### src/rtl/regfile_wb_arbiter.sv
// Round-robin arbiter sharing the register-file write port among NREQ writeback requesters.
// Grant is combinational, the write lands 1 cycle later. Optional contention counter: REGFILE_WB_STALL_CNT_EN.
module regfile_wb_arbiter #(
   parameter int NREQ = 3,
   parameter int AW   = 5,
   parameter int DW   = 32
) (
   input  logic                 clk,
   input  logic                 rst,
   input  logic [NREQ-1:0]      req_valid,
   input  logic [NREQ*AW-1:0]   req_addr,
   input  logic [NREQ*DW-1:0]   req_data,
   output logic [NREQ-1:0]      req_ready,
   input  logic                 hold,
   output logic                 RegWrite,
   output logic [AW-1:0]        wreg,
   output logic [DW-1:0]        wdata,
   output logic [(2**AW)-1:0]   pend_mask,
   output logic [31:0]          stall_cnt
);

   localparam int PW = (NREQ > 1) ? $clog2(NREQ) : 1;
   localparam int NR = 2**AW;

   logic [PW-1:0]   rr_ptr_q, rr_ptr_d;
   logic            regwrite_q, regwrite_d;
   logic [AW-1:0]   wreg_q, wreg_d;
   logic [DW-1:0]   wdata_q, wdata_d;

   logic [NREQ-1:0] grant;
   logic            grant_vld;
   logic [PW-1:0]   grant_idx;
   logic [AW-1:0]   grant_addr;
   logic [DW-1:0]   grant_data;
   int unsigned     scan_idx;
   logic [NR-1:0]   pend;

   // Scan starts at rr_ptr and wraps; the first valid requester found wins.
   always_comb begin
      grant     = '0;
      grant_vld = 1'b0;
      grant_idx = '0;
      scan_idx  = 0;
      if (!rst && !hold) begin
         for (int k = 0; k < NREQ; k++) begin
            scan_idx = (int'(rr_ptr_q) + k) % NREQ;
            if (!grant_vld && req_valid[scan_idx]) begin
               grant_vld          = 1'b1;
               grant_idx          = PW'(scan_idx);
               grant[scan_idx]    = 1'b1;
            end
         end
      end
   end

   always_comb begin
      grant_addr = req_addr[int'(grant_idx)*AW +: AW];
      grant_data = req_data[int'(grant_idx)*DW +: DW];
   end

   // Writes to r0 are consumed but never reach the register file.
   always_comb begin
      rr_ptr_d   = rr_ptr_q;
      regwrite_d = 1'b0;
      wreg_d     = wreg_q;
      wdata_d    = wdata_q;
      if (grant_vld) begin
         rr_ptr_d   = (int'(grant_idx) == NREQ-1) ? '0 : grant_idx + PW'(1);
         regwrite_d = |grant_addr;
         wreg_d     = grant_addr;
         wdata_d    = grant_data;
      end
   end

   always_ff @(posedge clk) begin
      if (rst) begin
         rr_ptr_q   <= '0;
         regwrite_q <= 1'b0;
         wreg_q     <= '0;
         wdata_q    <= '0;
      end else begin
         rr_ptr_q   <= rr_ptr_d;
         regwrite_q <= regwrite_d;
         wreg_q     <= wreg_d;
         wdata_q    <= wdata_d;
      end
   end

   always_comb begin
      pend = '0;
      for (int i = 0; i < NREQ; i++) begin
         if (req_valid[i]) pend[req_addr[i*AW +: AW]] = 1'b1;
      end
      if (regwrite_q) pend[wreg_q] = 1'b1;
      pend[0] = 1'b0;
   end

   assign req_ready = grant;
   assign RegWrite  = regwrite_q;
   assign wreg      = wreg_q;
   assign wdata     = wdata_q;
   assign pend_mask = pend;

`ifdef REGFILE_WB_STALL_CNT_EN
   logic [31:0] stall_cnt_q, stall_cnt_d;

   // A cycle counts as contention when someone valid is left waiting outside a hold.
   always_comb begin
      stall_cnt_d = stall_cnt_q;
      if (!hold && (|(req_valid & ~grant)) && (stall_cnt_q != 32'hFFFF_FFFF))
         stall_cnt_d = stall_cnt_q + 32'd1;
   end

   always_ff @(posedge clk) begin
      if (rst) stall_cnt_q <= 32'h0;
      else     stall_cnt_q <= stall_cnt_d;
   end

   assign stall_cnt = stall_cnt_q;
`else
   assign stall_cnt = 32'h0;
`endif

endmodule

### config.mk
export PLATFORM = sky130hd
export DESIGN_NAME = regfile_wb_arbiter
export DESIGN_NICKNAME = d
export VERILOG_FILES = /design/src/rtl/regfile_wb_arbiter.sv
export SDC_FILE = /design/constraint.sdc
export NUM_CORES = 1
export LEC_CHECK = 0
export ABC_AREA = 1
export BUFFER_PORTS_ARGS = -buffer_cell sky130_fd_sc_hd__buf_2
export CAP_MARGIN = 20
export CORE_MARGIN = 5
export CORE_UTILIZATION = 42
export CTS_CLUSTER_SIZE = 16
export DETAILED_ROUTE_END_ITERATION = 8
export PLACE_DENSITY = 0.79
export SLEW_MARGIN = 30
export SYNTH_ARGS = -nofsm -noshare
export SYNTH_HDL_FRONTEND = slang
export SYNTH_SLANG_ARGS = --single-unit
### constraint.sdc
create_clock -name clk -period 2.95 [get_ports clk]
set_clock_uncertainty 0.2 [all_clocks]
set_input_delay 0.1475 -clock clk [delete_from_list [all_inputs] [get_ports clk]]
set_output_delay 0.1475 -clock clk [all_outputs]
set_load 0.005 [all_outputs]
# Yosys cells after proc, flatten, opt, wreduce, memory -nomap -nowiden
# Index checks and enable logic that the tools add are counted.
# totals
wordCells,91
ff_bits,40
# op_classes
order_cmp,14
n_eq_ne,1
multipliers,1
bitwise_logic,6
addsub,3
shifts,2
n_div,3
n_reduce_logical,16
mux,41
# ops
cell,count
$mux W32,4
$ge A32 B1 Y1 const B,3
$lt A32 B3 Y1 const B,3
$or A32 B32 Y32,3
$shiftx A96 B8 Y32,1
$mod A32 B3 Y32 const B,2
$mod A3 B3 Y32 const B,1
$lt A5 B6 Y1 const B,4
$demux W1 S5,4
$ge A5 B1 Y1 const B,4
$mux W3,6
$mux W1,16
$shiftx A15 B6 Y5,1
$logic_and A1 B1 Y1,10
$mux W2,5
$bmux W1 S2,3
$demux W1 S2,3
$or A3 B3 Y3,2
$mul A2 B3 Y5 const B,1
$reduce_or A5 Y1,1
$logic_not A1 Y1,4
$add A2 B1 Y3 const B,1
$add A2 B2 Y3 const B,1
$add A2 B1 Y2 const B,1
3 further kinds,3

# Longest topological paths before layout
# depth
word_depth,16
ltp_mapped,19
mapped_depth_nobuf,18

# Worst setup path before layout
# Ideal clock, no wire load.
# synth_timing
path_kind,register to register
start,register rr_ptr_q[0]
end,"register wdata_q[24], in the netlist wdata[24]"
synth_period_minus_slack_ps,2261
arrival_ps,1951
stages_incl_launch_ff,15
path_slack_ps,689
setup_time_ps,110
cell_sequence,dfxtp_1 inv_1 ha_1 inv_2 o31ai_4 nand3_2 nand2_2 nand2_4 nand2_8 nor2_8 buf_6 nand2_1 nand4_1 nand2_1 inv_1
# synth_between
elab_chain_len,14
elab_cells_between_ends,26
# synth_lines
element,line,text
start: declaration,25,"logic [PW-1:0] rr_ptr_q, rr_ptr_d;"
start signal: assignment,82,rr_ptr_q <= rr_ptr_d;
branches (longest 14 deep; another with $mod A32 B3 Y32),-,
end signal: assignment,85,wdata_q <= wdata_d;
end: declaration,28,"logic [DW-1:0] wdata_q, wdata_d;"
# Several ways; the timed one is not identified. The select of a mux whose other input is x is not followed.
# A chain may end at the register's enable or synchronous reset.

# Final worst setup path
# Same ends and word-level chain as after synthesis.

==> results.sh <==
export IMPL_fin_cells=921
export IMPL_seq_area_frac_synth_pct=22.2
export IMPL_ctsLongestPathBuffers=2
export IMPL_cts_buffers=5
export IMPL_finalSetupTns_ns=0
export IMPL_htree_levels=2
export IMPL_grt_pass1_wl_mm=28.2
export IMPL_path_cells="inv_1 -> ha_1 -> inv_2 -> o31ai_4 -> nand3_2 -> nand2_2 -> nand2_4 -> inv_4 -> nand2_1 -> nand4_1 -> nand2_1 -> inv_1"
export IMPL_synth_distinct_cells=36
export IMPL_syn_cell_area_mm2=0.00361
export IMPL_grt_antenna_before_repair=0
export IMPL_cp_startpoint="rr_ptr_q[0]$_SDFFE_PP0P_"
export IMPL_path_max_fanout=32
export IMPL_drt_wirelength_per_cell_um=20.3
export IMPL_synth_top_area_cell="dfxtp_1"
export IMPL_nNetsFinal=936
export IMPL_period_share_pct=94.9
export IMPL_gr_usage_all_layers_pct=34.3
export IMPL_hpwlAfterDp_mm=11.4
export IMPL_dp_slack_ns=0.229
export IMPL_root_buffer="clkbuf_8"
export IMPL_peakVddDrop_mv=0.285
export IMPL_vias=5500
export IMPL_yosysTopAreaCellShare_pct=22.2
export IMPL_initial_core_util_pct=43.5
export IMPL_layout_drive_gt1_share_pct=29.2
export IMPL_outcome="completed"
export IMPL_syn_avg_cell_area_um2=6.74
export IMPL_rsz0062_at_grt="no"
export IMPL_fin_area_mm2=0.00556
export IMPL_n_antenna_cell=0
export IMPL_power_leakage_nw=2.69
export IMPL_placed_cell_area_mm2=0.00452
export IMPL_grt_start_max_net_pins=33
export IMPL_fmaxAchievable_ghz=0.357
export IMPL_path_clk_slew_ns=0.08
export IMPL_required_ns=2.98
export IMPL_crit_arrival_ns=2.83
export IMPL_numPortBuffers=188
export IMPL_core_mm2=0.00830
export IMPL_gr_total_overflow=0
export IMPL_period_needed_ns=2.80
export IMPL_vias_per_cell=5.97
export IMPL_wl_mm=18.7
export IMPL_antenna_left=0
export IMPL_crit_slowest_cell="ha_1"
export IMPL_first_pass_iters=7
export IMPL_multi_input_area_mm2=0.00236
export IMPL_hold_start="req_data[64]"
export IMPL_fill_cells=636
export IMPL_relSlewSlack_pct=33.2
export IMPL_insertion_delay_ns=0.29
export IMPL_worstSetupPathType="flop to flop"
export IMPL_cp_start_kind="flop"
export IMPL_dieHeight_um=103
export IMPL_rows=33
export IMPL_cpLargestDelayFamily="simple AND/OR/NAND/NOR gates"
export IMPL_drv_cap=0
export IMPL_fin_total_pwr_mw=2.14
export IMPL_grt_pass1_vias=5433
export IMPL_ioPinCount=222
export IMPL_rr_startpoint="rr_ptr_q[0]$_SDFFE_PP0P_"
export IMPL_p_per_area_mw_per_mm2=385
export IMPL_synth_area_top_cells="dfxtp_1, nand2_1, buf_4"
export IMPL_drtIter0Drc=493
export IMPL_die_area_mm2=0.0106
export IMPL_slew_violations=0
export IMPL_synth_seq_cells=40
export IMPL_report_final_setup_viol=0
export IMPL_syn_to_final_growth_pct=53.8
export IMPL_whs_ns=0.0317
export IMPL_dp_cells=819
export IMPL_die_x_um=103
export IMPL_cts_tree="built"
export IMPL_setup_slack_ns=0.150
export IMPL_clock_sinks=40
export IMPL_drc=0
export IMPL_final_util_pct=67.0
export IMPL_seqCellArea_um2=801
export IMPL_gp_congestion=0.990
export IMPL_hold_viol_final=0
export IMPL_synth_cells=536
export IMPL_endpoint_kind="flop"
export IMPL_yosys_warnings=0
export IMPL_worstMarginPinSlew_ns=0.995
export IMPL_cp_slowest_stage_delay_ns=0.42
export IMPL_hold_class="input pin to flop"
export IMPL_crit_buf_inv=4
worst reg2reg max path, delay by kind of cell, from the launching register on:
| kind | cells | cell delay [ns] |
|---|---|---|
| AOI/OAI and AO/OA | 1 | 0.34 |
| adders and majority gates | 1 | 0.42 |
| buffers and inverters | 4 | 0.64 |
| DFF | 1 | 0.36 |
| and+or+nand+nor | 6 | 0.77 |
state kept, by name, summed over array words and instances (netlist names):
name      flops
wdata        32
rr_ptr_q      2
RegWrite      1
wreg          5
final timing paths:
kind | end | depth (start not counted) | slack, ns
min reg2reg | wdata[0]$_SDFFE_PP0P_ | 2 | 0.33
max reg2reg | wdata[24]$_SDFFE_PP0P_ | 12 | 0.15
min | wdata[0]$_SDFFE_PP0P_ | 5 | 0.03
max | wdata[24]$_SDFFE_PP0P_ | 12 | 0.15
where the power goes:
group          switching, mW  total [mW]  leakage [nW]  internal (mW)
logic                  0.630        1.05          2.32          0.419
clock network          0.188       0.378        0.0455          0.191
registers             0.0788       0.711         0.331          0.632
synthesized netlist by cell type:
library cell  number
buf_6              3
nor4_1             5
nand3_1           43
o21ai_0           14
o31ai_4            1
nand2_2            4
a221oi_1           2
clkinv_1           2
a22oi_1           21
nand3_2            2
nor2_1            25
nand2_8            2
buf_4             41
buf_2              3
dfxtp_1           40
o21a_1             1
nor3_1            22
nand4_1           11
conb_1             1
nor2_8             1
o221ai_1          29
clkbuf_1           3
nand2_4            2
a31oi_1            4
ha_1               4
o21ai_1            2
nand2_1          146
inv_1             43
inv_2              7
a41oi_2           14
or2_4              1
clkinv_2           1
o31ai_1            1
a41oi_1            3
a21oi_1           31
inv_4              1
kinds of logic after synthesis:
logic type	share of synthesized area, %
AND/OR/NAND/NOR	33.3
AO/OA/AOI/OAI	27.1
buffers and inverters	15.9
flip-flops	22.2
adder cells (fa/ha/maj)	1.39
other	0.104
final cells by class:
cell class                 count  share of cell area [%]
multi-input combinational    424                    42.4
sequential                    40                    14.4
tap                          105                    2.36
clock buffer                   8                    1.62
inverter                      54                    3.78
timing repair buffer         290                    35.4
repair_timing:
action,in CTS,in global routing
setup endpoints to repair,0,11
setup buffers,0,0
resized for setup,0,3
hold buffers,94,0
hold endpoints to repair,32,0
metal layers:
layer	GRT usage [%]	wire, um
met1	38.6	6360
met2	55.5	8240
met3	10.6	2620
met4	23.3	1480
met5	0	0
cells in the final DEF, fill, tap and decap left out, drive strengths merged:
master / n
nor2: 26
dlygate4sd3: 94
a221oi: 2
nand3: 45
inv: 52
clkbuf: 8
dfxtp: 40
nand4: 11
a31oi: 4
nor3: 22
clkinv: 2
or2: 1
o21a: 1
nand2: 154
a21oi: 31
buf: 196
a41oi: 17
o221ai: 29
a22oi: 21
o31ai: 2
o21ai: 16
ha: 4
nor4: 5
conb: 33
No activity file was read; power rests on OpenSTA's default activity.
